**config.mk**
```make
export PLATFORM = sky130hd
export DESIGN_NAME = pc_alu_core
export DESIGN_NICKNAME = d
export VERILOG_FILES = /design/src/rtl/core_pkg.sv /design/src/rtl/core_alu.sv /design/src/rtl/pc_alu_core.sv
export SDC_FILE = /design/constraint.sdc
export NUM_CORES = 1
export LEC_CHECK = 0
export ABC_CLOCK_PERIOD_IN_PS = 3300
export CAP_MARGIN = 15
export CORE_UTILIZATION = 28
export DETAILED_ROUTE_END_ITERATION = 12
export GPL_TIMING_DRIVEN = 1
export MAX_ROUTING_LAYER = met4
export PLACE_DENSITY_LB_ADDON = 0.05
export SLEW_MARGIN = 20
export SYNTH_ARGS = -nofsm -noshare
export SYNTH_HDL_FRONTEND = slang
export SYNTH_SLANG_ARGS = --single-unit
export TNS_END_PERCENT = 100
```
**constraint.sdc**
```tcl
create_clock -name clk -period 3.3 [get_ports clk]
set_clock_uncertainty 0.15 [all_clocks]
set_input_delay 0.33 -clock clk [delete_from_list [all_inputs] [get_ports clk]]
set_output_delay 0.33 -clock clk [all_outputs]
set_load 0.05 [all_outputs]
```
**src/rtl/core_pkg.sv**
```systemverilog
// Shared types for the PC/ALU core: opcode and FSM state enumerations.
package core_pkg;

  localparam int OP_W = 3;

  typedef enum logic [OP_W-1:0] {
    OP_ADD  = 3'b000,
    OP_SUB  = 3'b001,
    OP_AND  = 3'b010,
    OP_OR   = 3'b011,
    OP_XOR  = 3'b100,
    OP_SHL  = 3'b101,
    OP_JZ   = 3'b110,
    OP_HALT = 3'b111
  } op_e;

  typedef enum logic [2:0] {
    ST_IDLE   = 3'd0,
    ST_FETCH  = 3'd1,
    ST_DECODE = 3'd2,
    ST_EXEC   = 3'd3,
    ST_WB     = 3'd4,
    ST_HALT   = 3'd5
  } state_e;

  // True for every state in which the core is running a program.
  function automatic logic is_busy_state(input state_e s);
    return (s != ST_IDLE) && (s != ST_HALT);
  endfunction

endpackage

```
**src/rtl/core_alu.sv**
```systemverilog
// Combinational ALU: unsigned, truncated to DATA_W. Control opcodes (JZ, HALT)
// yield a zero result that the core never commits.
module core_alu
  import core_pkg::*;
#(
  parameter int DATA_W = 8
) (
  input  logic [OP_W-1:0]   op,
  input  logic [DATA_W-1:0] a,
  input  logic [DATA_W-1:0] b,
  output logic [DATA_W-1:0] result,
  output logic              zero,
  output logic              carry
);

  localparam int SH_W = $clog2(DATA_W);

  logic [DATA_W:0] sum_s;
  logic [DATA_W:0] diff_s;

  // Operation select; carry holds carry-out for ADD and borrow for SUB.
  always_comb begin
    sum_s  = {1'b0, a} + {1'b0, b};
    diff_s = {1'b0, a} - {1'b0, b};
    result = '0;
    carry  = 1'b0;
    case (op_e'(op))
      OP_ADD: begin
        result = sum_s[DATA_W-1:0];
        carry  = sum_s[DATA_W];
      end
      OP_SUB: begin
        result = diff_s[DATA_W-1:0];
        carry  = diff_s[DATA_W];
      end
      OP_AND:  result = a & b;
      OP_OR:   result = a | b;
      OP_XOR:  result = a ^ b;
      OP_SHL:  result = a << b[SH_W-1:0];
      default: begin
        result = '0;
        carry  = 1'b0;
      end
    endcase
    zero = (result == '0);
  end

endmodule

```
**src/rtl/pc_alu_core.sv**
```systemverilog
// Multi-cycle PC + ALU core driving an external synchronous ROM.
// Each instruction takes FETCH, DECODE, EXEC and WB (4 cycles).
// Optional macro CORE_TRACE_EN adds a simulation-only binary trace per EXEC.
module pc_alu_core
  import core_pkg::*;
#(
  parameter int DATA_W = 8,
  parameter int ADDR_W = 6
) (
  input  logic                     clk,
  input  logic                     reset,
  input  logic                     start,
  input  logic [OP_W+2*DATA_W-1:0] ins,
  output logic [ADDR_W-1:0]        dir,
  output logic [OP_W-1:0]          op,
  output logic [DATA_W-1:0]        A,
  output logic [DATA_W-1:0]        B,
  output logic [DATA_W-1:0]        resultado,
  output logic                     zero,
  output logic                     carry,
  output logic                     busy,
  output logic                     done
);

  localparam int INS_W = OP_W + 2*DATA_W;

  state_e              state_q, state_d;
  logic [INS_W-1:0]    ins_q, ins_d;
  logic [ADDR_W-1:0]   dir_q, dir_d;
  logic [OP_W-1:0]     op_q, op_d;
  logic [DATA_W-1:0]   a_q, a_d;
  logic [DATA_W-1:0]   b_q, b_d;
  logic [DATA_W-1:0]   res_q, res_d;
  logic                zero_q, zero_d;
  logic                carry_q, carry_d;
  logic                busy_q, busy_d;
  logic                done_q, done_d;

  logic [OP_W-1:0]     dec_op_s;
  logic [DATA_W-1:0]   dec_a_s;
  logic [DATA_W-1:0]   dec_b_s;
  logic [DATA_W-1:0]   alu_res_s;
  logic                alu_zero_s;
  logic                alu_carry_s;

  assign dec_op_s = ins_q[INS_W-1 -: OP_W];
  assign dec_a_s  = ins_q[2*DATA_W-1 -: DATA_W];
  assign dec_b_s  = ins_q[DATA_W-1:0];

  core_alu #(.DATA_W(DATA_W)) u_alu (
    .op     (dec_op_s),
    .a      (dec_a_s),
    .b      (dec_b_s),
    .result (alu_res_s),
    .zero   (alu_zero_s),
    .carry  (alu_carry_s)
  );

  // Next-state and datapath update; every register holds unless its state acts.
  always_comb begin
    state_d = state_q;
    ins_d   = ins_q;
    dir_d   = dir_q;
    op_d    = op_q;
    a_d     = a_q;
    b_d     = b_q;
    res_d   = res_q;
    zero_d  = zero_q;
    carry_d = carry_q;
    done_d  = 1'b0;
    case (state_q)
      ST_IDLE: begin
        if (start) begin
          dir_d   = '0;
          state_d = ST_FETCH;
        end else begin
          state_d = ST_IDLE;
        end
      end
      ST_FETCH:  state_d = ST_DECODE;
      ST_DECODE: begin
        ins_d   = ins;
        state_d = ST_EXEC;
      end
      ST_EXEC: begin
        op_d = dec_op_s;
        a_d  = dec_a_s;
        b_d  = dec_b_s;
        case (op_e'(dec_op_s))
          OP_JZ:   state_d = ST_WB;
          OP_HALT: begin
            done_d  = 1'b1;
            state_d = ST_HALT;
          end
          default: begin
            res_d   = alu_res_s;
            zero_d  = alu_zero_s;
            carry_d = alu_carry_s;
            state_d = ST_WB;
          end
        endcase
      end
      ST_WB: begin
        if ((op_e'(op_q) == OP_JZ) && zero_q) begin
          dir_d = b_q[ADDR_W-1:0];
        end else begin
          dir_d = dir_q + {{(ADDR_W-1){1'b0}}, 1'b1};
        end
        state_d = ST_FETCH;
      end
      ST_HALT: begin
        if (start) begin
          dir_d   = '0;
          state_d = ST_FETCH;
        end else begin
          state_d = ST_HALT;
        end
      end
      default: state_d = ST_IDLE;
    endcase
    busy_d = is_busy_state(state_d);
  end

  // State and output registers; reset aborts any instruction in flight.
  always_ff @(posedge clk or negedge reset) begin
    if (!reset) begin
      state_q <= ST_IDLE;
      ins_q   <= '0;
      dir_q   <= '0;
      op_q    <= '0;
      a_q     <= '0;
      b_q     <= '0;
      res_q   <= '0;
      zero_q  <= 1'b0;
      carry_q <= 1'b0;
      busy_q  <= 1'b0;
      done_q  <= 1'b0;
    end else begin
      state_q <= state_d;
      ins_q   <= ins_d;
      dir_q   <= dir_d;
      op_q    <= op_d;
      a_q     <= a_d;
      b_q     <= b_d;
      res_q   <= res_d;
      zero_q  <= zero_d;
      carry_q <= carry_d;
      busy_q  <= busy_d;
      done_q  <= done_d;
    end
  end

`ifdef CORE_TRACE_EN
  // Simulation-only trace of each executed instruction and its committed result.
  always_ff @(posedge clk) begin
    if (reset && (state_q == ST_EXEC)) begin
      $display("%b %b %b %b %b", ins_q, dec_op_s, dec_a_s, dec_b_s, res_d);
    end
  end
`endif

  assign dir       = dir_q;
  assign op        = op_q;
  assign A         = a_q;
  assign B         = b_q;
  assign resultado = res_q;
  assign zero      = zero_q;
  assign carry     = carry_q;
  assign busy      = busy_q;
  assign done      = done_q;

endmodule
```
# Word level (Yosys, flattened, before mapping)
# Cells that the tools add are included.
[word_totals] register_bits=59 output_inout_bits=37 wordCells=56
[classes] add_sub_neg=3 n_eq_ne=15 shift=1 n_mux=11 bitwise_logic=4 n_reduce_logical=11
[op_table] cell="$pmux W8 S6" count=1
[op_table] cell="$eq A3 B3 Y1 const B" count=7
[op_table] cell="$pmux W3 S6" count=1
[op_table] cell="$eq A3 B2 Y1 const B" count=4
[op_table] cell="$mux W6" count=2
[op_table] cell="$pmux W6 S2" count=1
[op_table] cell="$add A8 B8 Y9" count=1
[op_table] cell="$sub A8 B8 Y9" count=1
[op_table] cell="$and A8 B8 Y8" count=1
[op_table] cell="$logic_not A8 Y1" count=1
[op_table] cell="$or A8 B8 Y8" count=1
[op_table] cell="$shl A8 B3 Y8" count=1
[op_table] cell="$xor A8 B8 Y8" count=1
[op_table] cell="$add A6 B1 Y6 const B" count=1
[op_table] cell="$eq A3 B1 Y1 const B" count=2
[op_table] cell="$logic_not A3 Y1" count=2
[op_table] cell="$mux W1" count=4
[op_table] cell="$reduce_and A2 Y1" count=2
[op_table] cell="$reduce_or A2 Y1" count=2
[op_table] cell="$mux W3" count=1
[op_table] cell="$ne A3 B3 Y1 const B" count=1
[op_table] cell="$reduce_bool A3 Y1" count=1
[op_table] cell="$logic_and A1 B1 Y1" count=2
[op_table] cell="$ne A2 B1 Y1 const B" count=1
[op_table] cell="3 further kinds" count=3

# Depth between registers and ports, before layout
[logic_depth] depth_word=5 depth_mapped=11 ltp_nobuf=11

# Cells and area by module
# Synthesis repeated with hierarchy kept, for this count alone.
[unflattened] cells_unflattened=371 hier_area_um2=3897.5
[modules_own_cells] mod="pc_alu_core" instances=1 cells_each=173 area_each_um2=2477.4 seq_area_each_um2=1476.4
[modules_own_cells] mod="core_alu" instances=1 cells_each=198 area_each_um2=1420.1 seq_area_each_um2=0.0

# Least setup slack after synthesis
# Ideal clock, no wire load.
[synth_timing] path_kind="reg-to-reg" start="reg ins_q[1]" end="reg zero_q (netlist: zero)" setup_ns=0.096 arrival_ns=2.495 t_required_ns=3.054 path_slack_ns=0.560 stages_incl_launch_ff=11 n_path_buf=1 synth_period_minus_slack_ns=2.740 path_cell_list="dfrtp_1 -> buf_2 -> inv_1 -> ha_1 -> a21o_1 -> a21oi_1 -> o21ai_0 -> a221o_1 -> a221oi_1 -> nand4_1 -> o32ai_2"
[synth_between] elab_chain_cells=3 word_cells_on_any_way=8
[synth_rtl] item="start: declaration" line="pc_alu_core.sv:28" text="logic [INS_W-1:0] ins_q, ins_d;"
[synth_rtl] item="start signal: assignment" line="pc_alu_core.sv:140" text="ins_q <= ins_d;"
[synth_rtl] item="$sub A8 B8 Y9, or another cell as far along" line="core_alu.sv:24" text="diff_s = {1'b0, a} - {1'b0, b};"
[synth_rtl] item="$pmux W8 S6 (*)" line="core_alu.sv:27" text="case (op_e'(op))"
[synth_rtl] item="$logic_not A8 Y1 (*)" line="core_alu.sv:45" text="zero = (result == '0);"
[synth_rtl] item="end signal: assignment" line="pc_alu_core.sv:146" text="zero_q <= zero_d;"
[synth_rtl] item="end: declaration" line="pc_alu_core.sv:34" text="logic zero_q, zero_d;"
# Mark *: on every way between the ends. The rest lies on a longest branch, timed or not.
# A chain may end at the register's enable or synchronous reset.

# Worst setup path after layout
[layout_timing] start="reg ins_q[2]" end="reg zero_q (netlist: zero)"
# Same word-level chain as after synthesis.

==> flow_summary.ini <==
[min_path]
min-delay-path-class = register to register

[worst_setup_path]
cp.arrival_ns = 3.00
cp_top_family = compound AO/OA/AOI/OAI gates
endpoint = zero
reg2reg_depth = 8
critical_path_class = register to register
endpoint_kind = register
crit_path_start_kind = register
ff2ff_setup_slack_ns = 0.39
crit_path_cell_trace = inv_1, ha_1, a21oi_1, o21ai_0, a221o_1, a221oi_1, nand4_1, o32ai_2
rr_endpoint = zero
cp.depth = 8
r2r_start = ins_q[2]
path_max_fanout = 8
path_buf_inv = 1
critPathLaunch = ins_q[2]
critPathRequiredTime_ns = 3.39
slowest_stage = dfrtp_1
max_stage_delay_ns = 0.50

[timing]
tightestPinTransition_ns = 0.580
min_period_ns = 2.91
finalSetupTns_ns = 0
finalSetupViolCount = 0
worst_slack_ns = 0.392
clock.fmax_mhz = 344
rsz0062_at_grt = no
hold_violations = 0
maxSlewHeadroom_pct = 61.4
finalMaxSlewViolations = 0
min_period_over_period_pct = 88.1

[outcome]
status = completed

[global_routing]
grt_pass1_vias = 2955
grt_pass1_wl_mm = 16.4
met2_usage_pct = 23.6
grtUsageTotal_pct = 16.9
grt_start_max_net_pins = 39
grtUsageMet3_pct = 3.37
overflow = 0
grt_use_met1_pct = 24.2
antenna_found_initial = 0
grt.busiest_layer = met1

[drt]
drt-total-wl_mm = 10.2
vias = 3039
drt_iter0_drc = 167
drcViolationCount = 0
via_per_inst = 4.77
drt.antenna.violating_nets = 0
wl_per_cell_um = 16.0
firstDrtPassIters = 4

[clock_network]
clockBufferDepth = 2
clock-sinks = 59
cts_tree = done
clk_latency_ns = 0.33
cts_buffers = 9
path_clk_slew_ns = 0.06
cts-root-buf = clkbuf_16
cts.htree.levels = 3

[yosys]
synthMuxAreaShare_pct = 5.93
ys_top_cells_by_count = dfrtp_1, o21ai_0, nand2_1
synth_top_family_by_area = compound AO/OA/AOI/OAI gates
synthSimpleGateAreaFrac_pct = 15.4
synth_top_area_share_pct = 40.5
yosys.area_share.adder_pct = 10.3
syn-cell-area_um2 = 3650
synth.net_count = 453
ys_ff_latch = 59
synthArstFlopShare_pct = 100
synth_top_flop_cell = dfrtp_1
netlist_instances = 403
synth_cell_types = 54
synth-xor-area-share_pct = 2.40
syn_avg_cell_area_um2 = 9.05
synth_compound_area_share_pct = 19.8
seq_area_frac_synth_pct = 40.5
synth_most_common_cell = dfrtp_1
synth.area.top_cells = dfrtp_1, ha_1, o21ai_0
synth_area_leader_cell = dfrtp_1
synth_edf_count = 0
yosys_warnings = 0

[die]
die_w_um = 116
dieHeight_um = 116
rows = 41
initial_core_util_pct = 28.8
pin_count = 59
die-area_um2 = 13500
core_area_um2 = 12700

[layout]
drive_gt1_share_pct = 8.39
design_area_um2 = 4720
area_delta_synth_final_pct = 29.4
final_nets = 510
diodes = 0

[placement]
port_buffers = 58
gp_congestion = 0.832
hpwl_mm = 7.66
place_ws_ns = 0.340
placed_cell_area_um2 = 4400

[flow_run]
drv_cap = 0
## final cells by class
type	count	area (µm²)
sequential	59	1480
clock inverter	5	77.6
multi-input combinational	294	1960
inverter	29	109
tap	172	215
timing repair buffer	67	646
fill	1334	7950
clock buffer	11	233
## routing by layer
layer	vias up	part of all wire [%]
li1	1529	-
met1	1412	51
met2	86	42
met3	12	5.3
met4	0	1.5
met5	-	0
## worst min path at each step
stage	cells past startpoint	end	slack, ns	startpoint
final	2	A[0]	0.33	A[0]
after global routing	2	B[7]	0.36	B[7]
after CTS	2	A[0]	0.34	A[0]
after detailed placement	1	busy	0.20	reset
after global placement	1	busy	0.20	reset
after floorplan	0	A[0]	-0.12	reset
## through the flow
step | utilization [%] | hold slack [ns] | cells
final | 37.2 | 0.329 | 637
after detailed placement | 34.7 | 0.197 | 620
after CTS | 37.2 | 0.339 | 637
after floorplan | - | -0.116 | 403
after global placement | 34.7 | 0.203 | 620
after global routing | 37.2 | 0.365 | 637
## state kept, by name (all words and copies together) (netlist names)
register	flops
A	8
op	3
ins_q	19
done	1
state_q	3
B	8
carry	1
resultado	8
busy	1
zero	1
dir	6
## worst register-to-register path, cell delays in order, from the launching register on
cell and delay, ns:
dfrtp_1 0.50, inv_1 0.23, ha_1 0.44, a21oi_1 0.33
o21ai_0 0.14, a221o_1 0.30, a221oi_1 0.36, nand4_1 0.16
o32ai_2 0.21
## cell families after synthesis
family / after synthesis
AOI/OAI and AO/OA: 115
buffers and inverters: 50
DFF: 59
xor gates and xnor gates: 10
adders and majority gates: 29
muxes: 19
and+or+nand+nor: 121
## cell usage in the layout, fill, tap and decap left out, types with 5 or more instances in the layout
| cell | count |
|---|---|
| mux2_2 | 8 |
| ha_1 | 26 |
| nor2_1 | 33 |
| nand3_1 | 6 |
| mux2i_1 | 10 |
| nor3_1 | 6 |
| o211ai_1 | 6 |
| o21ai_0 | 49 |
| nand2_1 | 48 |
| clkbuf_16 | 9 |
| inv_1 | 29 |
| clkdlybuf4s50_1 | 57 |
| a21oi_1 | 19 |
| nor2b_1 | 6 |
| a22oi_1 | 5 |
| dfrtp_1 | 59 |
| nand2b_1 | 5 |
| a31oi_1 | 5 |
| xor2_1 | 6 |
| buf_4 | 8 |
## what timing repair did
action | CTS | global route
buffers inserted | 0 | 0
endpoints found under the hold margin | 21 | 0
gates resized for setup | 0 | 0
hold buffers | 1 | 0
Power is left out: the tool's default activity adds up to more than one toggle a clock period on the data nets, which glitch-free logic cannot reach.
